--- src/rtl/bloom_scan_pkg.sv ---
`default_nettype none
// ============================================================================
//  Module   : bloom_scan_pkg
//  Brief    : Shared sizes, FSM encoding and result type for bloom_scan_ctrl.
//  Revision : 1.0
// ============================================================================
package bloom_scan_pkg;

   localparam int ARR_SIZE  = 288;
   localparam int P_SIZE    = 12;
   localparam int NOB       = 3;
   localparam int NOB_WIDTH = 2;
   localparam int NOP       = 24;
   localparam int NOP_WIDTH = 5;
   localparam int SETTLE    = 2;
   localparam int SETTLE_W  = $clog2(SETTLE + 1);

   typedef enum logic [2:0] {
      ST_IDLE      = 3'd0,
      ST_CLEAR     = 3'd1,
      ST_ISSUE     = 3'd2,
      ST_SETTLE    = 3'd3,
      ST_FLUSH     = 3'd4,
      ST_FLUSH_SET = 3'd5,
      ST_CAPTURE   = 3'd6,
      ST_RESP      = 3'd7
   } scan_state_t;

   typedef logic [NOP_WIDTH*NOP-1:0] tpn_arr_t;

   // A scan can be cancelled anywhere between accepting a job and presenting it.
   function automatic logic is_abortable(input scan_state_t s);
      return (s != ST_IDLE) && (s != ST_RESP);
   endfunction

endpackage
`default_nettype wire

--- src/rtl/rr_arb2.sv ---
`default_nettype none
// ============================================================================
//  Module   : rr_arb2
//  Brief    : Two-request round-robin grant; pointer moves past the winner.
//  Revision : 1.0
// ============================================================================
module rr_arb2 (
   input  logic clk,
   input  logic rst_n,
   input  logic i_req0,
   input  logic i_req1,
   input  logic i_accept,
   output logic o_grant
);

   logic r_ptr;

   // Favour the pointed-to requester, fall back to the other one.
   always_comb begin
      if (r_ptr) o_grant = i_req1 | ~i_req0;
      else       o_grant = ~i_req0 & i_req1;
   end

   always_ff @(posedge clk or negedge rst_n) begin
      if (!rst_n)        r_ptr <= 1'b0;
      else if (i_accept) r_ptr <= ~o_grant;
   end

endmodule
`default_nettype wire

--- src/rtl/bloom_scan_ctrl.sv ---
`default_nettype none
// ============================================================================
//  Module   : bloom_scan_ctrl
//  Brief    : Arbitrates two scan requesters and sequences find_bit_pattern.
//  Revision : 1.0
// ============================================================================
module bloom_scan_ctrl
   import bloom_scan_pkg::*;
(
   input  logic                       clk,
   input  logic                       rst_n,
   input  logic                       req0_valid,
   output logic                       req0_ready,
   input  logic [ARR_SIZE-1:0]        req0_arr,
   input  logic [4*P_SIZE-1:0]        req0_pat,
   input  logic                       req1_valid,
   output logic                       req1_ready,
   input  logic [ARR_SIZE-1:0]        req1_arr,
   input  logic [4*P_SIZE-1:0]        req1_pat,
   input  logic                       abort,
   output logic                       fbp_rst,
   output logic [NOB_WIDTH:0]         fbp_b_idx,
   output logic [ARR_SIZE-1:0]        fbp_a,
   output logic [P_SIZE-1:0]          fbp_x1,
   output logic [P_SIZE-1:0]          fbp_x2,
   output logic [P_SIZE-1:0]          fbp_x3,
   output logic [P_SIZE-1:0]          fbp_x4,
   output logic                       fbp_put_global,
   input  logic [NOP_WIDTH*NOP-1:0]   fbp_g_tpn_arr,
   output logic                       rsp_valid,
   input  logic                       rsp_ready,
   output logic                       rsp_id,
   output logic [NOP_WIDTH*NOP-1:0]   rsp_tpn_arr,
   output logic                       busy
);

   localparam logic [NOB_WIDTH:0]  c_nob_idx     = (NOB_WIDTH+1)'(NOB);
   localparam logic [SETTLE_W-1:0] c_settle_last = SETTLE_W'(SETTLE - 1);

   scan_state_t          r_state;
   logic [NOB_WIDTH:0]   r_blk;
   logic [SETTLE_W-1:0]  r_cnt;
   logic                 r_fbp_rst;
   tpn_arr_t             r_tpn;

   logic                 w_grant;
   logic                 w_accept;
   logic                 w_abort_scan;
   logic                 w_settle_done;
   logic [NOB_WIDTH:0]   w_blk_next;
   logic [4*P_SIZE-1:0]  w_pat;

   rr_arb2 u_arb (
      .clk      (clk),
      .rst_n    (rst_n),
      .i_req0   (req0_valid),
      .i_req1   (req1_valid),
      .i_accept (w_accept),
      .o_grant  (w_grant)
   );

   // rst_n gates acceptance so ready stays low while reset is held.
   assign w_accept      = rst_n & (r_state == ST_IDLE) & (req0_valid | req1_valid) & ~abort;
   assign req0_ready    = w_accept & ~w_grant;
   assign req1_ready    = w_accept &  w_grant;
   assign w_abort_scan  = abort & is_abortable(r_state);
   assign w_settle_done = (r_cnt == c_settle_last);
   assign w_blk_next    = r_blk + 1'b1;
   assign w_pat         = w_grant ? req1_pat : req0_pat;

   assign fbp_rst        = r_fbp_rst;
   assign fbp_b_idx      = r_blk;
   assign fbp_put_global = ((r_state == ST_ISSUE) | (r_state == ST_FLUSH)) & ~abort;
   assign rsp_valid      = (r_state == ST_RESP);
   assign rsp_tpn_arr    = r_tpn;
   assign busy           = (r_state != ST_IDLE);

   always_ff @(posedge clk or negedge rst_n) begin
      if (!rst_n) begin
         r_state   <= ST_IDLE;
         r_blk     <= '0;
         r_cnt     <= '0;
         r_fbp_rst <= 1'b0;
         r_tpn     <= '0;
         rsp_id    <= 1'b0;
         fbp_a     <= '0;
         fbp_x1    <= '0;
         fbp_x2    <= '0;
         fbp_x3    <= '0;
         fbp_x4    <= '0;
      end else begin
         r_fbp_rst <= 1'b1;
         case (r_state)
            ST_IDLE: begin
               if (w_accept) begin
                  fbp_a     <= w_grant ? req1_arr : req0_arr;
                  fbp_x1    <= w_pat[0*P_SIZE +: P_SIZE];
                  fbp_x2    <= w_pat[1*P_SIZE +: P_SIZE];
                  fbp_x3    <= w_pat[2*P_SIZE +: P_SIZE];
                  fbp_x4    <= w_pat[3*P_SIZE +: P_SIZE];
                  rsp_id    <= w_grant;
                  r_blk     <= '0;
                  r_fbp_rst <= 1'b0;
                  r_state   <= ST_CLEAR;
               end
            end
            ST_CLEAR: begin
               r_blk   <= '0;
               r_state <= ST_ISSUE;
            end
            ST_ISSUE: begin
               r_cnt   <= '0;
               r_state <= ST_SETTLE;
            end
            ST_SETTLE: begin
               if (w_settle_done) begin
                  r_cnt   <= '0;
                  r_blk   <= w_blk_next;
                  r_state <= (w_blk_next == c_nob_idx) ? ST_FLUSH : ST_ISSUE;
               end else begin
                  r_cnt <= r_cnt + 1'b1;
               end
            end
            ST_FLUSH: begin
               r_cnt   <= '0;
               r_state <= ST_FLUSH_SET;
            end
            ST_FLUSH_SET: begin
               if (w_settle_done) begin
                  r_cnt   <= '0;
                  r_state <= ST_CAPTURE;
               end else begin
                  r_cnt <= r_cnt + 1'b1;
               end
            end
            ST_CAPTURE: begin
               r_tpn   <= fbp_g_tpn_arr;
               r_state <= ST_RESP;
            end
            ST_RESP: begin
               if (rsp_ready) r_state <= ST_IDLE;
            end
            default: r_state <= ST_IDLE;
         endcase
         if (w_abort_scan) r_state <= ST_IDLE;
      end
   end

endmodule
`default_nettype wire

--- config.mk ---
export PLATFORM = sky130hd
export DESIGN_NAME = bloom_scan_ctrl
export DESIGN_NICKNAME = d
export VERILOG_FILES = /design/src/rtl/bloom_scan_pkg.sv /design/src/rtl/rr_arb2.sv /design/src/rtl/bloom_scan_ctrl.sv
export SDC_FILE = /design/constraint.sdc
export NUM_CORES = 1
export LEC_CHECK = 0
export CORE_AREA = 2 2 487 489
export CTS_BUF_LIST = sky130_fd_sc_hd__clkbuf_2 sky130_fd_sc_hd__clkbuf_4 sky130_fd_sc_hd__clkbuf_8
export CTS_CLUSTER_SIZE = 8
export DETAILED_ROUTE_END_ITERATION = 6
export DIE_AREA = 0 0 489 491
export GPL_TIMING_DRIVEN = 0
export PLACE_DENSITY_LB_ADDON = 0.12
export RECOVER_POWER = 50
export SETUP_SLACK_MARGIN = 0.2
export SLEW_MARGIN = 10
export SYNTH_ARGS = -nofsm -noshare
export SYNTH_HDL_FRONTEND = slang
export SYNTH_HIERARCHICAL = 1
export SYNTH_SLANG_ARGS = --single-unit
--- constraint.sdc ---
create_clock -name clk -period 5.5 [get_ports clk]
set_clock_uncertainty 0.1 [all_clocks]
set_input_delay 0.55 -clock clk [delete_from_list [all_inputs] [get_ports clk]]
set_output_delay 0.55 -clock clk [all_outputs]
set_load 0.02 [all_outputs]
Yosys cells after proc, flatten, opt, wreduce, memory -nomap -nowiden
Cells that the tools add are included.
{"block": "totals", "mem_count": 0, "latch_bits": 0, "elab_cells": 71, "inputBits": 798, "ramBits": 0, "romBits": 0, "register_bits": 467}
{"block": "classes", "n_eq_ne": 16, "n_shift": 0, "n_mux": 17, "order_cmp": 0, "n_addsub": 2, "multipliers": 0, "div": 0, "n_reduce_logical": 10, "n_bitwise": 14}
{"op": "2-to-1 mux 288 bit", "count": 1}
{"op": "2-to-1 mux 48 bit", "count": 1}
{"op": "2-to-1 mux 3 bit", "count": 8}
{"op": "case mux 3 bit (8 select lines)", "count": 1}
{"op": "equality test 3 bit, second input constant", "count": 4}
{"op": "inequality test 3 bit, second input constant", "count": 4}
{"op": "equality test 3 x 2 -> 1 bit, second input constant", "count": 3}
{"op": "case mux 3 bit (3 select lines)", "count": 1}
{"op": "bitwise AND 1 bit", "count": 8}
{"op": "nonzero test 3 bit", "count": 2}
{"op": "inequality test 2 bit, second input constant", "count": 2}
{"op": "case mux 2 bit (2 select lines)", "count": 1}
{"op": "AND reduction 4 bit", "count": 1}
{"op": "OR reduction 2 bit", "count": 2}
{"op": "adder 3 x 1 -> 3 bit, second input constant", "count": 1}
{"op": "equality test 3 x 1 -> 1 bit, second input constant", "count": 1}
{"op": "zero test 3 bit", "count": 1}
{"op": "2-to-1 mux 1 bit", "count": 3}
{"op": "inequality test 3 x 1 -> 1 bit, second input constant", "count": 1}
{"op": "NOT 1 bit", "count": 3}
{"op": "OR 1 bit", "count": 3}
{"op": "AND reduction 3 bit", "count": 1}
{"op": "adder 2 x 1 -> 2 bit, second input constant", "count": 1}
{"op": "equality test 2 x 1 -> 1 bit, second input constant", "count": 1}
{"op": "4 further kinds", "count": 4}

Longest topological paths before layout
{"block": "logic_depth", "depth_word": 7, "mapped_depth": 10}

Cells and area by module
The synthesis kept the hierarchy.
{"module": "bloom_scan_ctrl", "area_each_um2": 22873.2, "n_inst": 1, "cells_each": 1442}
{"module": "rr_arb2", "area_each_um2": 76.3, "n_inst": 1, "cells_each": 7}

Least setup slack after synthesis
OpenSTA, ideal clock, no wires.
{"block": "synth_timing", "path_kind": "input port to output port", "from": "input req0_valid", "to": "output req0_ready", "arrival_ps": 1841, "cell_stages": 7, "t_required_ps": 4850, "setup_slack_ps": 3009, "cell_sequence": "inv_1 -> maj3_2 -> buf_2 -> buf_4 -> buf_2 -> buf_2 -> nor2_1"}
{"block": "synth_via", "elab_chain_len": 5, "elab_cells_between_ends": 9, "classes_between": "mux: 1; bitwise: 8"}
{"item": "start: declaration", "line_no": "bloom_scan_ctrl.sv:12", "text": "input logic req0_valid,"}
{"item": "NOT 1 bit *", "line_no": "rr_arb2.sv:20, rr_arb2.sv:21"}
{"item": "bitwise AND 1 bit or OR 1 bit (tied branches)", "line_no": "rr_arb2.sv:21, rr_arb2.sv:20"}
{"item": "2-to-1 mux 1 bit *", "line_no": "rr_arb2.sv:20", "text": "if (r_ptr) o_grant = i_req1 | ~i_req0;"}
{"item": "net w_grant", "line_no": "bloom_scan_ctrl.sv:46", "text": "logic w_grant;"}
{"item": "NOT 1 bit *", "line_no": "bloom_scan_ctrl.sv:64", "text": "assign req0_ready = w_accept & ~w_grant;"}
{"item": "bitwise AND 1 bit *", "line_no": "bloom_scan_ctrl.sv:64"}
{"item": "end: declaration", "line_no": "bloom_scan_ctrl.sv:13", "text": "output logic req0_ready,"}
The timed path passes the listed nets; every way through them passes the cells marked *.

Final worst setup path
{"block": "layout_timing", "from": "input rst_n", "to": "output req0_ready"}
{"block": "layout_via", "elab_chain_len": 4}
{"item": "start: declaration", "line_no": "bloom_scan_ctrl.sv:11", "text": "input logic rst_n,"}
{"item": "bitwise AND 1 bit (3 in a row)", "line_no": "bloom_scan_ctrl.sv:63", "text": "assign w_accept = rst_n & (r_state == ST_IDLE) & (req0_valid | req1_valid) & ~abort;"}
{"item": "bitwise AND 1 bit", "line_no": "bloom_scan_ctrl.sv:64"}
Every way passes these cells.

==> flow_metrics.tcl <==
set metrics [dict create \
    status "finished with violations" \
    violations "capacitance limit, slew limit" \
    rows 178 \
    synthCells 1449 \
    p_leak_nw 16.7 \
    worstMarginPinSlew_ns 2.86 \
    io_pins 1264 \
    drv_slew 129 \
    post_cts_buffers 0 \
    cts.reportedPaths.clkPinSlew_ns 0.06 \
    cts.sink_count 467 \
    yosys_register_bits 467 \
    hold_violations 0 \
    die_h_um 491 \
    gp_congestion 0.810 \
    cts.htree.levels 3 \
    crit_arrival_ns 4.12 \
    synth.most_common_cell "dfrtp_1" \
    grt_util_all_layers_pct 12.2 \
    grt_max_degree 84 \
    ant_nets 0 \
    ys.flop_type "dfrtp_1" \
    io_buffers 1263 \
    start_util_pct 9.79 \
    synth_area_leader_cell "dfrtp_1" \
    clock-root-buffer "clkbuf_8" \
    met1_length_um 59100 \
    numCtsBuffers 108 \
    tns_ns 0 \
    syn_area_per_cell_um2 15.8 \
    slew_headroom_pct -90.6 \
    cts_tree "yes" \
    core_area_um2 235000 \
    post_cts_resized 0 \
    crit_fanout 78 \
    p_per_area_nw_per_um2 521 \
    die_area_um2 240000 \
    via_per_inst 2.99 \
    yosys_warnings 6 \
    post_drt_wl_per_cell_um 24.9 \
    overflow 0 \
    ys_top_cells_by_area "dfrtp_1, mux2_2, mux2_4" \
    grt_pass1_wl_um 196000 \
    hp-class "input port to register" \
    dr_wl_met3_um 18400 \
    max_freq_mhz 210 \
    dp_hpwl_um 124000 \
    finalCritPeriodShare_pct 86.7 \
    drv_cap 2 \
    synth_cell_type_count 42 \
    area_growth_pct 83.6 \
    critical_path_class "input port to primary output" \
    worstSkewPairLatency_ns 0.84 \
    setup_viol 0 \
    drive_above_1_share_pct 33.8 \
    layout.cells.non_filler 6092 \
    cp-start-kind "input port" \
    top_layer "met5" \
    grt_pass1_vias 20100 \
    first_iter_violations 566 \
    synth_edf_count 0 \
    dp_cells 5869 \
    synth.top_cell.area_share_pct 50.9 \
    syn_nets 2249 \
    clockBufferDepth 3 \
    peakVddDrop_uv 188 \
    wl_um 152000 \
    syn_area_um2 22900 \
    yosysSeqAreaShare_pct 50.9 \
    synth-async-reset-ratio_pct 100 \
    grt_setup_unrepaired "false" \
    required_ns 4.85 \
    end_kind "primary output" \
    drc 0 \
    route.met2.wl_um 70800 \
    antenna_found_initial 83 \
    nNetsFinal 3632 \
    die_w_um 489 \
    vias 18200 \
    period_needed_ns 4.77 \
    synth_common_cells "dfrtp_1, mux2_2, mux2_4, a21oi_1, mux2i_1" \
    dr.pass1.iters 5 \
]
-- timing repair --
action	4_1_cts	5_1_grt
setup endpoints to repair	0	0
endpoints found under the hold margin	163	0
hold buffers	3	0
-- critical path: stages --
cell and delay [ns]:
dlygate4sd3_1 0.52, dlygate4sd3_1 0.58, buf_8 0.31, buf_16 0.37
buf_16 0.31, o211a_1 0.21, buf_6 0.16, nand2_4 0.14
nor2_1 0.12, clkdlybuf4s50_1 0.67
-- worst paths after layout --
kind / start / end / depth (start not counted) / slack, ns
max in group asynchronous: rst_n / fbp_a[130] / 7 / 1.04
worst min-delay path: fbp_g_tpn_arr[109] / rsp_tpn_arr[109] / 2 / 0.22
worst max register to register: u_arb/r_ptr / fbp_a[116] / 6 / 2.03
worst max-delay path: rst_n / req0_ready / 10 / 0.73
min in group asynchronous: rst_n / fbp_a[112] / 3 / 0.69
worst min register to register: rsp_id / rsp_id / 1 / 0.38
-- sequential cells by signal, summed over array words and instances, names as in the netlist --
| register | count |
|---|---|
| fbp_a | 288 |
| fbp_b_idx | 3 |
| fbp_rst | 1 |
| fbp_x1 | 12 |
| fbp_x2 | 12 |
| fbp_x3 | 12 |
| fbp_x4 | 12 |
| r_cnt | 2 |
| r_state | 3 |
| rsp_id | 1 |
| rsp_tpn_arr | 120 |
| u_arb/r_ptr | 1 |
-- cell usage in the layout, fill, tap and decap left out, types with 2 or more instances in the layout --
| master | synthesis | routed |
|---|---|---|
| a21oi_1 | 70 | 70 |
| buf_12 | 22 | 22 |
| a21o_1 | 2 | 2 |
| buf_2 | 17 | 13 |
| bufinv_16 | 0 | 2 |
| o21ai_0 | 3 | 3 |
| nand2_1 | 3 | 3 |
| clkbuf_4 | 0 | 44 |
| inv_6 | 0 | 2 |
| clkbuf_2 | 0 | 2 |
| and3_1 | 3 | 3 |
| inv_12 | 0 | 2 |
| mux2_2 | 433 | 433 |
| clkbuf_8 | 0 | 138 |
| clkinv_2 | 0 | 5 |
| buf_16 | 0 | 5 |
| ha_1 | 2 | 2 |
| mux2i_1 | 35 | 35 |
| inv_1 | 4 | 4 |
| dfrtp_1 | 467 | 467 |
| diode_2 | 0 | 25 |
| buf_8 | 10 | 11 |
| clkbuf_1 | 33 | 47 |
| nor2_1 | 5 | 5 |
| nand3_1 | 2 | 2 |
| nor3_1 | 3 | 3 |
| mux2_4 | 292 | 292 |
| a22oi_1 | 2 | 2 |
| clkdlybuf4s50_1 | 0 | 1062 |
| nand2b_1 | 5 | 5 |
| buf_6 | 5 | 5 |
| dlygate4sd3_1 | 0 | 203 |
-- metal layers --
metal	vias up	GRT usage, %
li1	8079	-
met1	8924	13.8
met2	950	20.2
met3	218	6.24
met4	46	2.57
met5	-	0
-- where the power goes --
group / switching [mW] / internal (mW)
Clock: 1.95 / 2.64
Sequential: 0.975 / 5.16
Combinational: 5.51 / 5.70
Total: 8.44 / 13.5
-- logic make-up (layout without fill, tap and decap cells) --
| group | after synthesis | after routing | share of synthesized area [%] |
|---|---|---|---|
| AOI/OAI and AO/OA | 86 | 86 | 2.07 |
| xor gates and xnor gates | 2 | 2 | 0.0763 |
| adders and majority gates | 3 | 3 | 0.158 |
| buffers and inverters | 104 | 1572 | 4.20 |
| DFF | 467 | 467 | 50.9 |
| muxes | 760 | 760 | 41.9 |
| other | 0 | 25 | 0 |
| and+or+nand+nor | 27 | 27 | 0.703 |
-- cell type report --
cell class / count / area, um2
sequential: 467 / 11700
antenna: 25 / 62.6
buffer: 98 / 897
timing repair buffer: 1273 / 12800
clock buffer: 182 / 2230
clock inverter: 13 / 163
inverter: 6 / 25.0
fill: 25800 / 192000
tap: 3150 / 3940
multi-input combinational: 878 / 10300
-- through the flow --
stage	setup WS [ns]	area, um2	hold WS, ns	utilization, %	total power [mW]
3_5_place_dp	0.900	39700	0.370	16.9	17.9
6_report	0.731	42100	0.220	18.0	21.9
3_3_place_gp	-23.03	39500	0.361	16.9	18.1
4_1_cts	0.534	42200	0.0397	18.0	22.9
2_1_floorplan	3.01	22900	0.154	-	11.6
5_1_grt	0.397	42100	0.0716	17.9	23.3
Power figures use the tool's default switching activity.
